[src/rtl/add_serial_nbit_pkg.sv]
// Shared definitions for the serial adder: FSM encoding and index sizing.
package add_serial_nbit_pkg;

  typedef enum logic [1:0] {
    ST_IDLE = 2'd0,
    ST_RUN  = 2'd1,
    ST_DONE = 2'd2
  } state_e;

  // Width of the slice index: clog2 of the slice count, never below 1 bit.
  function automatic int idx_w(input int nchunk);
    return (nchunk <= 2) ? 1 : $clog2(nchunk);
  endfunction

endpackage

[src/rtl/fa_nbit.sv]
// Combinational n-bit ripple adder used for one slice of the serial adder.
module fa_nbit #(
  parameter int WIDTH = 4
) (
  input  logic [WIDTH-1:0] a,
  input  logic [WIDTH-1:0] b,
  input  logic             cin,
  output logic [WIDTH-1:0] s,
  output logic             cout
);

  logic [WIDTH:0] sum;

  // Plain add with one guard bit; the guard bit is the carry out.
  always_comb begin
    sum  = {1'b0, a} + {1'b0, b} + {{WIDTH{1'b0}}, cin};
    s    = sum[WIDTH-1:0];
    cout = sum[WIDTH];
  end

endmodule

[src/rtl/add_serial_nbit.sv]
// Multi-cycle WIDTH-bit add/subtract, CHUNK bits per clock, carry kept in a flop.
module add_serial_nbit
  import add_serial_nbit_pkg::*;
#(
  parameter int WIDTH = 10,
  parameter int CHUNK = 2
) (
  input  logic             clk,
  input  logic             rst,
  input  logic             start,
  input  logic [WIDTH-1:0] a,
  input  logic [WIDTH-1:0] b,
  input  logic             cin,
  input  logic             sub,
  output logic             busy,
  output logic             done,
  output logic [WIDTH-1:0] s,
  output logic             cout,
  output logic             ovf
);

  localparam int NCHUNK = WIDTH / CHUNK;
  localparam int IDXW   = idx_w(NCHUNK);
  localparam int MSB    = WIDTH - 1;

  if (WIDTH % CHUNK != 0) begin : g_bad_chunk
    $error("add_serial_nbit: WIDTH must be a multiple of CHUNK");
  end

  state_e            state_q, state_d;
  logic [IDXW-1:0]   idx_q, idx_d;
  logic              carry_q, carry_d;
  logic [WIDTH-1:0]  a_q, a_d, bx_q, bx_d, res_q, res_d;
  logic [WIDTH-1:0]  s_q, s_d;
  logic              cout_q, cout_d, ovf_q, ovf_d, busy_q, busy_d, done_q, done_d;

  logic [CHUNK-1:0]  sl_a, sl_b, sl_s;
  logic              sl_co, last;
  logic [WIDTH-1:0]  res_nxt;

  fa_nbit #(.WIDTH(CHUNK)) u_slice (
    .a    (sl_a),
    .b    (sl_b),
    .cin  (carry_q),
    .s    (sl_s),
    .cout (sl_co)
  );

  // Select the current slice and merge its sum into the running result.
  always_comb begin
    sl_a    = a_q[int'(idx_q)*CHUNK +: CHUNK];
    sl_b    = bx_q[int'(idx_q)*CHUNK +: CHUNK];
    last    = (idx_q == IDXW'(NCHUNK - 1));
    res_nxt = res_q;
    res_nxt[int'(idx_q)*CHUNK +: CHUNK] = sl_s;
  end

  // Next-state: accept in IDLE/DONE, one slice per RUN cycle, publish on the last.
  always_comb begin
    state_d = state_q;
    idx_d   = idx_q;
    carry_d = carry_q;
    a_d     = a_q;
    bx_d    = bx_q;
    res_d   = res_q;
    s_d     = s_q;
    cout_d  = cout_q;
    ovf_d   = ovf_q;
    case (state_q)
      ST_IDLE, ST_DONE: begin
        state_d = ST_IDLE;
        if (start) begin
          // Subtract is a + ~b + 1; the borrow-in flips that +1 off.
          a_d     = a;
          bx_d    = b ^ {WIDTH{sub}};
          carry_d = cin ^ sub;
          idx_d   = '0;
          state_d = ST_RUN;
        end
      end
      ST_RUN: begin
        carry_d = sl_co;
        res_d   = res_nxt;
        idx_d   = idx_q + IDXW'(1);
        if (last) begin
          // Index parks at 0 so the slice select never leaves the operand.
          idx_d   = '0;
          state_d = ST_DONE;
          s_d     = res_nxt;
          cout_d  = sl_co;
          ovf_d   = (a_q[MSB] == bx_q[MSB]) && (res_nxt[MSB] != a_q[MSB]);
        end
      end
      default: state_d = ST_IDLE;
    endcase
    busy_d = (state_d == ST_RUN);
    done_d = (state_d == ST_DONE);
  end

  // All state and registered outputs; reset wins over start.
  always_ff @(posedge clk) begin
    if (rst) begin
      state_q <= ST_IDLE;
      idx_q   <= '0;
      carry_q <= 1'b0;
      a_q     <= '0;
      bx_q    <= '0;
      res_q   <= '0;
      s_q     <= '0;
      cout_q  <= 1'b0;
      ovf_q   <= 1'b0;
      busy_q  <= 1'b0;
      done_q  <= 1'b0;
    end else begin
      state_q <= state_d;
      idx_q   <= idx_d;
      carry_q <= carry_d;
      a_q     <= a_d;
      bx_q    <= bx_d;
      res_q   <= res_d;
      s_q     <= s_d;
      cout_q  <= cout_d;
      ovf_q   <= ovf_d;
      busy_q  <= busy_d;
      done_q  <= done_d;
    end
  end

  assign busy = busy_q;
  assign done = done_q;
  assign s    = s_q;
  assign cout = cout_q;
  assign ovf  = ovf_q;

endmodule

[config.mk]
export PLATFORM = sky130hd
export DESIGN_NAME = add_serial_nbit
export DESIGN_NICKNAME = d
export VERILOG_FILES = /design/src/rtl/add_serial_nbit_pkg.sv /design/src/rtl/fa_nbit.sv /design/src/rtl/add_serial_nbit.sv
export SDC_FILE = /design/constraint.sdc
export NUM_CORES = 1
export LEC_CHECK = 0
export ABC_AREA = 1
export CORE_ASPECT_RATIO = 0.6
export CORE_MARGIN = 2
export CORE_UTILIZATION = 54
export CTS_CLUSTER_DIAMETER = 120
export CTS_CLUSTER_SIZE = 20
export DETAILED_ROUTE_END_ITERATION = 10
export GPL_ROUTABILITY_DRIVEN = 0
export PLACE_DENSITY = 0.9
export SYNTH_ARGS = -nofsm -noshare
export SYNTH_HDL_FRONTEND = slang
export SYNTH_HIERARCHICAL = 1
export SYNTH_SLANG_ARGS = --single-unit
[constraint.sdc]
create_clock -name clk -period 4.67 [get_ports clk]
set_clock_uncertainty 0.05 [all_clocks]
set_input_delay 0.934 -clock clk [delete_from_list [all_inputs] [get_ports clk]]
set_output_delay 0.934 -clock clk [all_outputs]
set_load 0.01 [all_outputs]
==> impl_metrics.prom <==
# TYPE chip_impl_metric gauge
chip_impl_metric{name="leakage",unit="nW"} 1.399
chip_impl_metric{name="vias",unit=""} 2381
chip_impl_metric{name="first_iter_violations",unit=""} 152
chip_impl_metric{name="worst_path_largest_cell_delay",unit="ns"} 0.52
chip_impl_metric{name="cts.hold.buffers_added",unit=""} 0
chip_impl_info{name="mostFrequentLayoutCell",value="nand2_1"} 1
chip_impl_metric{name="die_y",unit="um"} 57.11
chip_impl_metric{name="cell_rows",unit=""} 19
chip_impl_info{name="ys_top_cells_by_area",value="dfxtp_1 39%, nand2_1 8.9%, nand3_1 7.3%"} 1
chip_impl_metric{name="timing.critical_path.fanout_max",unit=""} 17
chip_impl_metric{name="yosysUniqueCellTypes",unit=""} 28
chip_impl_metric{name="post_cts_buffers",unit=""} 0
chip_impl_metric{name="core_area",unit="mm2"} 0.004541
chip_impl_info{name="start_kind",value="register"} 1
chip_impl_metric{name="final.period_utilization",unit=""} 0.6302
chip_impl_metric{name="synth-seq-area-share",unit=""} 0.3943
chip_impl_metric{name="number_of_instances_in_the_synthesized_netlist",unit=""} 356
chip_impl_metric{name="grt-ovfl-total",unit=""} 0
chip_impl_metric{name="nets_in_the_synthesized_netlist",unit=""} 390
chip_impl_metric{name="flow.area_growth_from_synthesis",unit="%"} 19.81
chip_impl_metric{name="max-clock-path-buffers",unit=""} 2
chip_impl_metric{name="setup_viol",unit=""} 0
chip_impl_info{name="critPathTopFamily",value="adder cells"} 1
chip_impl_metric{name="yosysWarnings",unit=""} 6
chip_impl_metric{name="layout_cells_sized_above_1",unit=""} 0.05426
chip_impl_metric{name="power.total",unit="mW"} 0.9634
chip_impl_metric{name="tritoncts_num_sinks",unit=""} 50
chip_impl_metric{name="worst_hold_path.num_cells",unit=""} 2
chip_impl_metric{name="place_inst",unit=""} 443
chip_impl_info{name="regToRegStartpoint",value="idx_q[0]"} 1
chip_impl_metric{name="clkLatencyLatePin",unit="ns"} 0.31
chip_impl_metric{name="detail_route.wl_per_cell",unit="um"} 13.11
chip_impl_metric{name="numPortBuffers",unit=""} 38
chip_impl_info{name="hold_class",value="reg -> reg"} 1
chip_impl_metric{name="design.die.area",unit="mm2"} 0.005284
chip_impl_metric{name="mappedNetlistArea",unit="mm2"} 0.002539
chip_impl_metric{name="antenna_cells_inserted",unit=""} 0
chip_impl_info{name="crit_type",value="reg -> reg"} 1
chip_impl_info{name="outcome",value="finished, final reports clean"} 1
chip_impl_info{name="tritoncts",value="yes"} 1
chip_impl_metric{name="detailed_place_hpwl",unit="um"} 4306
chip_impl_metric{name="grt_util_all_layers",unit=""} 0.2338
chip_impl_info{name="worstPathCellList",value="inv_2, nand2_1, nand3_1, nand3_1, nand2_1, inv_1, fa_1, fa_1, inv_1, inv_1, nor3_1, nand3_1, nand3_1, o211ai_1, inv_1"} 1
chip_impl_metric{name="drt_wl_total",unit="um"} 5901
chip_impl_metric{name="vdd_ir_drop_max",unit="uV"} 171.7
chip_impl_info{name="grt_setup_unrepaired",value="false"} 1
chip_impl_info{name="cts-root-buf",value="clkbuf_8"} 1
chip_impl_metric{name="nets",unit=""} 421
chip_impl_info{name="crit-reg2reg-capture",value="s[1]"} 1
chip_impl_metric{name="final_max_slew_viol_count",unit=""} 0
chip_impl_metric{name="syn-mean-instance-area",unit="um2"} 7.131
chip_impl_metric{name="ff2ff_setup_slack",unit="ns"} 1.73
chip_impl_metric{name="synth_largest_type_area_fraction",unit=""} 0.3943
chip_impl_metric{name="fmax",unit="MHz"} 339.8
chip_impl_info{name="worst_hold_startpoint",value="cout"} 1
chip_impl_metric{name="slew_headroom",unit=""} 0.4821
chip_impl_metric{name="io_pins",unit=""} 39
chip_impl_metric{name="antenna_violating_nets_post_route",unit=""} 0
chip_impl_info{name="critical_path.slowest_cell",value="dfxtp_1"} 1
chip_impl_metric{name="layoutNonFillerInstCount",unit=""} 450
chip_impl_metric{name="global_route_wire_length_before_repair",unit="um"} 9825
chip_impl_metric{name="critical_path.n_buffers_inverters",unit=""} 5
chip_impl_metric{name="cts.htree.levels",unit=""} 2
chip_impl_info{name="holdPathEnd",value="cout"} 1
chip_impl_metric{name="worst_ep_required_time",unit="ns"} 4.82
chip_impl_metric{name="post_cts_gate_resize_count",unit=""} 0
chip_impl_metric{name="antenna_found_initial",unit=""} 0
chip_impl_info{name="setup.worst_path.end_class",value="register"} 1
chip_impl_metric{name="number_of_global_route_vias_before_repair",unit=""} 2178
chip_impl_metric{name="fin_util",unit=""} 0.6699
chip_impl_metric{name="worstMarginPinSlew",unit="ns"} 0.7760
chip_impl_metric{name="grt_start_max_net_pins",unit=""} 38
chip_impl_metric{name="layout.filler_cells",unit=""} 421
chip_impl_metric{name="synth-seq-cells",unit=""} 50
chip_impl_metric{name="start_util",unit=""} 0.5591
chip_impl_metric{name="reg2reg_depth",unit=""} 15
chip_impl_info{name="synthDominantAreaCellType",value="dfxtp_1"} 1
chip_impl_metric{name="data_arrival_critical_path",unit="ns"} 3.10
chip_impl_metric{name="power_per_cell_area",unit="mW/mm2"} 316.7
chip_impl_metric{name="cts.reportedPaths.clkPinSlew",unit="ns"} 0.10
chip_impl_metric{name="final.setup.tns",unit="ns"} 0
chip_impl_metric{name="min_period",unit="ns"} 2.943
chip_impl_metric{name="remaining_drc_errors",unit=""} 0
chip_impl_metric{name="cap_viol_max_count",unit=""} 0
chip_impl_metric{name="vias_per_cell",unit=""} 5.291
chip_impl_metric{name="hold_violations",unit=""} 0
chip_impl_info{name="final_cell_mix",value="60 x nand2_1, 50 x dfxtp_1, 48 x inv_1"} 1
chip_impl_metric{name="tritoncts.num_buffers",unit=""} 5
chip_impl_metric{name="drt_first_pass_iters",unit=""} 7
chip_impl_metric{name="die-width",unit="um"} 92.52
[registers in the layout (all words and copies together) (netlist names)]
name,flops
state_q,2
ovf,1
a_q,10
carry_q,1
idx_q,3
s,10
res_q,10
done,1
cout,1
busy,1
bx_q,10
[cells by family (layout without fill, tap and decap cells)]
family                   count (synthesis)  count (layout)  synth area share
buffers and inverters                   68              99            0.1074
XOR/XNOR                                11              11           0.03795
AND/OR/NAND/NOR                        155             155            0.2716
flip-flops                              50              50            0.3943
AO/OA/AOI/OAI                           63              63            0.1385
adder cells (fa/ha/maj)                  9               9           0.05027
[cells in the mapped netlist]
cell,count
a21oi_1,18
buf_1,1
buf_2,6
buf_6,1
clkbuf_1,7
dfxtp_1,50
fa_1,2
ha_1,7
inv_1,48
inv_2,4
inv_4,1
nand2_1,60
nand2_2,2
nand2_4,1
nand3_1,37
nand4_1,4
nor2_1,43
nor2_2,2
nor2_4,1
nor2_8,1
nor3_1,3
nor3_2,1
o211ai_1,5
o21a_1,8
o21ai_0,30
o21bai_1,1
o22ai_1,1
xnor2_1,11
[cell type report]
type	instances	area, um2	area share
clock buffer	5	68.82	0.02262
clock inverter	2	38.79	0.01275
inverter	53	201.4	0.06623
multi-input combinational	238	1265	0.4159
sequential	50	1001	0.3291
tap	63	78.83	0.02592
timing repair buffer	39	387.9	0.1275
[worst min-delay path, delay by kind of cell, from the launching register on]
kind | cells | cell delay, ns
flops | 1 | 0.33
simple gates | 2 | 0.13
[power breakdown]
| group | internal [mW] | switching [mW] |
|---|---|---|
| clock | 0.158 | 0.145 |
| sequential | 0.452 | 0.0203 |
| combinational | 0.0723 | 0.116 |
[worst max path at each step]
stage | from | to | slack, ns | cells past startpoint
floorplan | idx_q[0] | res_q[1] | 2.15 | 15
global placement | start | bx_q[8] | 1.98 | 5
detailed placement | idx_q[0] | s[1] | 1.82 | 15
CTS | idx_q[0] | s[1] | 1.81 | 15
global route | idx_q[0] | res_q[1] | 1.55 | 15
finish | idx_q[0] | s[1] | 1.73 | 15
[per-layer routing]
metal | track usage | routed length (um)
met4 | 0.05970 | 34
met5 | 0 | 0
met1 | 0.3364 | 2944
met3 | 0.05152 | 369
met2 | 0.3608 | 2552
[stage by stage]
step,setup slack [ns],instance area [um2],hold slack (ns)
global route,1.553,3042,0.4680
global placement,1.984,2934,0.4186
detailed placement,1.824,2934,0.4288
CTS,1.813,3042,0.4484
floorplan,2.151,2539,0.3995
finish,1.727,3042,0.4450
(Power assumes the default switching activity.)
==> RTL edit 1: new RTL, same flow settings <==
`WIDTH`: 10 -> 14.
--- a/src/rtl/add_serial_nbit.sv
+++ b/src/rtl/add_serial_nbit.sv
@@ -2,7 +2,7 @@
 module add_serial_nbit
   import add_serial_nbit_pkg::*;
 #(
-  parameter int WIDTH = 10,
+  parameter int WIDTH = 14,
   parameter int CHUNK = 2
 ) (
   input  logic             clk,
Interface: changed (resized a, b and s); port bits go from 39 to 51. No check against the original RTL was run, so the function may have changed too.
==> RTL edit 1 against the unedited design <==
Routed wire length up 35%. Area after synthesis up 34%. Synthesized cell count up 33%. Power up 42%. Sequential power up 32%. Sequential cell count up 16. Sequential share of layout area down 0.43 points. First-iteration DRC count up 55%. Final area up 34%. Global-route usage up 1.4 points. Setup slack worse by 0.36 ns. Clock power up 61%. Critical endpoint is now res_q[7]. Largest cell class unchanged. Largest power group unchanged.
==> RTL edit 1: results (changes against the unedited design) <==
- Cts repair resizes: 0 (unchanged)
- Port buffer count: 50 (+32%)
- CTS root buf: clkbuf_8
- Commonest cells in the synthesized netlist: 79 x nand2_1, 77 x nor2_1, 66 x dfxtp_1
- Router iterations before antenna repair: 5 (-2)
- GRT met2 Usage: 39.5% (+3.4 points)
- Final HPWL DP: 5600 um (+30%)
- Reg2reg setup slack: 1.37 ns (-0.36 ns)
- M1 GR Usage: 32.4% (-1.3 points)
- Min-Delay Startpoint: s[8]
- Global-route wire length before repair: 13,500 um (+37%)
- Max VDD drop: 188 uV (+9.4%)
- CTS clk-pin slew, worst paths: 0.08 ns (-0.02 ns)
- Wire length on met2: 3470 um (+36%)
- Wirelength, routed: 7960 um (+35%)
- Worst EP arrival: 3.55 ns (+0.45 ns)
- Worst skew pair latency: 0.35 ns (+0.04 ns)
- Layout cells sized above 1: 9.28% (+3.9 points)
- Dominant cells by area after synthesis: dfxtp_1 39%, nand2_1 8.7%, nor2_1 8.5%
- Leakage power: 1.83 nW (+31%)
- Critical path endpoint: res_q[7]
- Status: completed
- Crit path max fanout: 24 (+7)
- NumNets Final: 552 (+31%)
- CP startpoint: idx_q[0]
- Max Slew Vio Count: 0 (unchanged)
- Wire length on met1: 3740 um (+27%)
- Vias in the first global route: 2,942 (+35%)
- Post-synthesis sequential area ratio: 38.7% (-0.70 points)
- Yosys cell types: 34 (+21%)
- WL met3: 664 um (+80%)
- DR iter-0 viols: 236 (+55%)
- Slew of the pin with the lowest slew margin: 1.08 ns (+0.307 ns)
- H-tree depth: 3 (+1)
- FF-to-FF path depth: 14 (-1)
- Hold Crit Depth: 2 (unchanged)
- M3 GR Usage: 8.23% (+3.1 points)
- Tot GR Track Use: 24.8% (+1.4 points)
- CTS Buf Count: 9 (+4)
- Number of fill cells: 544 (+29%)
- Placed Instance Area: 0.00387 mm2 (+32%)
- Hold endpoint: s[8]
- Vias: 3,162 (+33%)
- Syn Nets: 515 (+32%)
- Largest net degree at the start of global routing: 44 (+16%)
RTL edit 1: cell types whose count changed after synthesis, moves of 7 or more:
cell,unedited run,this run
dfxtp_1,50,66
nor2_1,43,77
o21a_1,8,0
o21ai_0,30,48
nand2_1,60,79
inv_1,48,55
nand3_1,37,29
buf_4,0,7
o21ai_1,0,10
RTL edit 1: worst max-delay path, stage by stage (launching register included):
cell and delay [ns]:
dfxtp_1 0.80, inv_4 0.24, a21oi_1 0.22, o21ai_0 0.11, a21oi_1 0.13, inv_1 0.07, fa_1 0.40, fa_1 0.45
inv_1 0.09, inv_1 0.09, nor2_1 0.13, nand3_1 0.11, o21ai_2 0.20, o21ai_1 0.08, inv_1 0.07
RTL edit 1: logic make-up (layout without fill, tap and decap cells):
| family | Yosys count | in the layout | share of synthesized area, % |
|---|---|---|---|
| simple gates | 207 | 207 | 28.2 |
| compound gates | 93 | 93 | 14.6 |
| buf+inv | 87 | 129 | 11.6 |
| flops | 66 | 66 | 38.7 |
| xor+xnor | 15 | 15 | 3.85 |
| fa+ha+maj | 7 | 7 | 3.01 |
RTL edit 1: power by group:
part	total, mW	switching (mW)	internal (mW)
Combinational	0.256	0.159	0.0968
Sequential	0.625	0.0274	0.598
Clock	0.487	0.237	0.250
RTL edit 1: layout make-up:
cell class / instances / area share (%)
multi-input cells: 322 / 41.6
flip-flops and latches: 66 / 32.5
repair buffers: 52 / 12.7
inverters: 61 / 5.69
clock buffers: 9 / 3.05
well taps: 84 / 2.58
clock inverters: 7 / 1.88
RTL edit 1: stage by stage:
step	hold WS [ns]	utilization [%]	setup slack [ns]	instances
final	0.441	66.6	1.37	601
after global routing	0.461	66.6	1.15	601
after CTS	0.446	66.6	1.47	601
after detailed placement	0.426	63.3	1.52	585
after global placement	0.412	63.3	1.66	585
after floorplan	0.400	-	2.04	475
==> RTL edit 2: new RTL, config.mk and constraints unchanged <==
Made on the original files. Reset style: asynchronous (`rst`), changed in one clocked block.
--- a/src/rtl/add_serial_nbit.sv
+++ b/src/rtl/add_serial_nbit.sv
@@ -98,7 +98,7 @@
   end
 
   // All state and registered outputs; reset wins over start.
-  always_ff @(posedge clk) begin
+  always_ff @(posedge clk or posedge rst) begin
     if (rst) begin
       state_q <= ST_IDLE;
       idx_q   <= '0;
Function: differs if rst is asserted again (counterexample within 4 cycles, from zero or initial values and one cycle with rst high); with rst held inactive, the same outputs for 10 cycles.
==> RTL edit 2 against the unedited design <==
Sequential cell count did not move. Final area rose by 2.8%. Via count fell by 7.5%. Routed wire length fell by 2.4%. Area after synthesis rose by 1.5%. Setup slack got worse by 0.37 ns. First-iteration DRC count rose by 7.9%. Largest cell class is now registers.
Power is not compared: it rests on default switching activity, and its combinational part moved more than twofold at a synthesized area within 25%.
==> RTL edit 2: results (changes against the unedited design) <==
- Status: completed
- Worst EP arrival: 3.46 ns (+0.36 ns)
- H-tree depth: 2 (unchanged)
- Initial antenna violation count: 0 (unchanged)
- Post-synth ARST share: 100% (+100 points)
- Syn Nets: 354 (-9.2%)
- Wirelength, routed: 5760 um (-2.4%)
- # diodes: 0 (unchanged)
- Max Used Layer: met4
- M1 GR Usage: 33.4% (-0.25 points)
- Post-place setup slack: 1.48 ns (-0.340 ns)
- NumNets Final: 389 (-7.6%)
- Largest net degree at the start of global routing: 51 (+34%)
- Port buffer count: 38 (unchanged)
- DR iter-0 viols: 164 (+7.9%)
- Switch Pwr: just under 1 mW
- M3 GR Usage: 6.08% (+0.92 points)
- Number of setup buffers added after CTS: 0 (unchanged)
- Tot GR Track Use: 23.4% (+0.056 points)
- Layout cells sized above 1: 5.90% (+0.47 points)
- Number of fill cells: 383 (-9.0%)
- Layout Cells excl Fill: 419 (-6.9%)
- GRT met2 Usage: 35.3% (-0.78 points)
- Hold crit path type: flop to flop
- WL met3: 302 um (-18%)
- CTS Buffer Depth: 2 (unchanged)
- CTS root buf: clkbuf_8
- Max-Slew Margin vs Limit: 32.4% (-16 points)
- Ys Warns: 6 (unchanged)
- Synth Instances: 320 (-10%)
- Router iterations before antenna repair: 4 (-3)
- Vias: 2,203 (-7.5%)
- Final HPWL DP: 4100 um (-4.7%)
- Post-synthesis sequential area ratio: 48.5% (+9.1 points)
- Leakage power: 1.51 nW
- Placed insts: 411 (-7.2%)
- Yosys top cell area share: 48.5% (+9.1 points)
- Max VDD drop: 298 uV
- Dominant cells by area after synthesis: dfrtp_1 49%, nand2_1 17%, nand3_1 6.0%
- Yosys cell types: 23 (-18%)
- Global-route wire length before repair: 9630 um (-2.0%)
- Max Slew Vio Count: 0 (unchanged)
- Wire length on met1: 2810 um (-4.7%)
- Vias in the first global route: 2,080 (-4.5%)
- Commonest cells in the synthesized netlist: 114 x nand2_1, 50 x dfrtp_1, 31 x nand3_1
- Crit path max fanout: 18 (+1)
- Wire length on met2: 2570 um (+0.55%)
- CTS Buf Count: 5 (unchanged)
- Placed Instance Area: 0.00298 mm2 (+1.7%)
RTL edit 2: final cells by class:
type / instances / area (um2) / area share (%)
sequential: 50 / 1250 / 40.0
tap: 63 / 78.8 / 2.52
clock buffer: 6 / 82.6 / 2.64
clock inverter: 2 / 60.1 / 1.92
multi-input combinational: 228 / 1150 / 36.8
inverter: 31 / 116 / 3.72
timing repair buffer: 39 / 388 / 12.4
RTL edit 2: critical path, stage by stage, from the launching register on:
cell and delay [ns]:
dfrtp_1 0.62, inv_1 0.42, nand3_1 0.22, o21ai_0 0.24, inv_1 0.09, fa_1 0.41, fa_1 0.49, inv_1 0.05
inv_1 0.09, nand4_1 0.14, nand2_1 0.16, nand2_1 0.08, nand3_1 0.08, nand2_1 0.05
RTL edit 2: kinds of logic (layout without fill, tap and decap cells):
| family | after synthesis | after routing | synth area share, % |
|---|---|---|---|
| flops | 50 | 50 | 48.5 |
| fa+ha+maj | 9 | 9 | 4.95 |
| xor+xnor | 11 | 11 | 3.74 |
| buf+inv | 42 | 78 | 6.84 |
| simple gates | 168 | 168 | 27.6 |
| compound gates | 40 | 40 | 8.30 |
RTL edit 2: path summary, 6_finish.rpt:
kind,start,end,slack [ns],depth (start not counted)
worst max-delay path,idx_q[0],ovf,1.36,13
worst min-delay path,cout,cout,0.44,2
worst max register to register,idx_q[0],ovf,1.36,13
worst min register to register,cout,cout,0.44,2
max in group asynchronous,rst,bx_q[1],2.81,2
min in group asynchronous,rst,a_q[5],1.13,2
RTL edit 2: power groups by stage:
stage               clock network [mW]  logic, mW  registers (mW)
CTS                              0.371       1.09           0.764
floorplan                            0      0.775           0.749
detailed placement                   0       1.08           0.768
global placement                     0       1.02           0.763
finish                           0.370       1.10           0.769
global route                     0.392       1.24           0.787
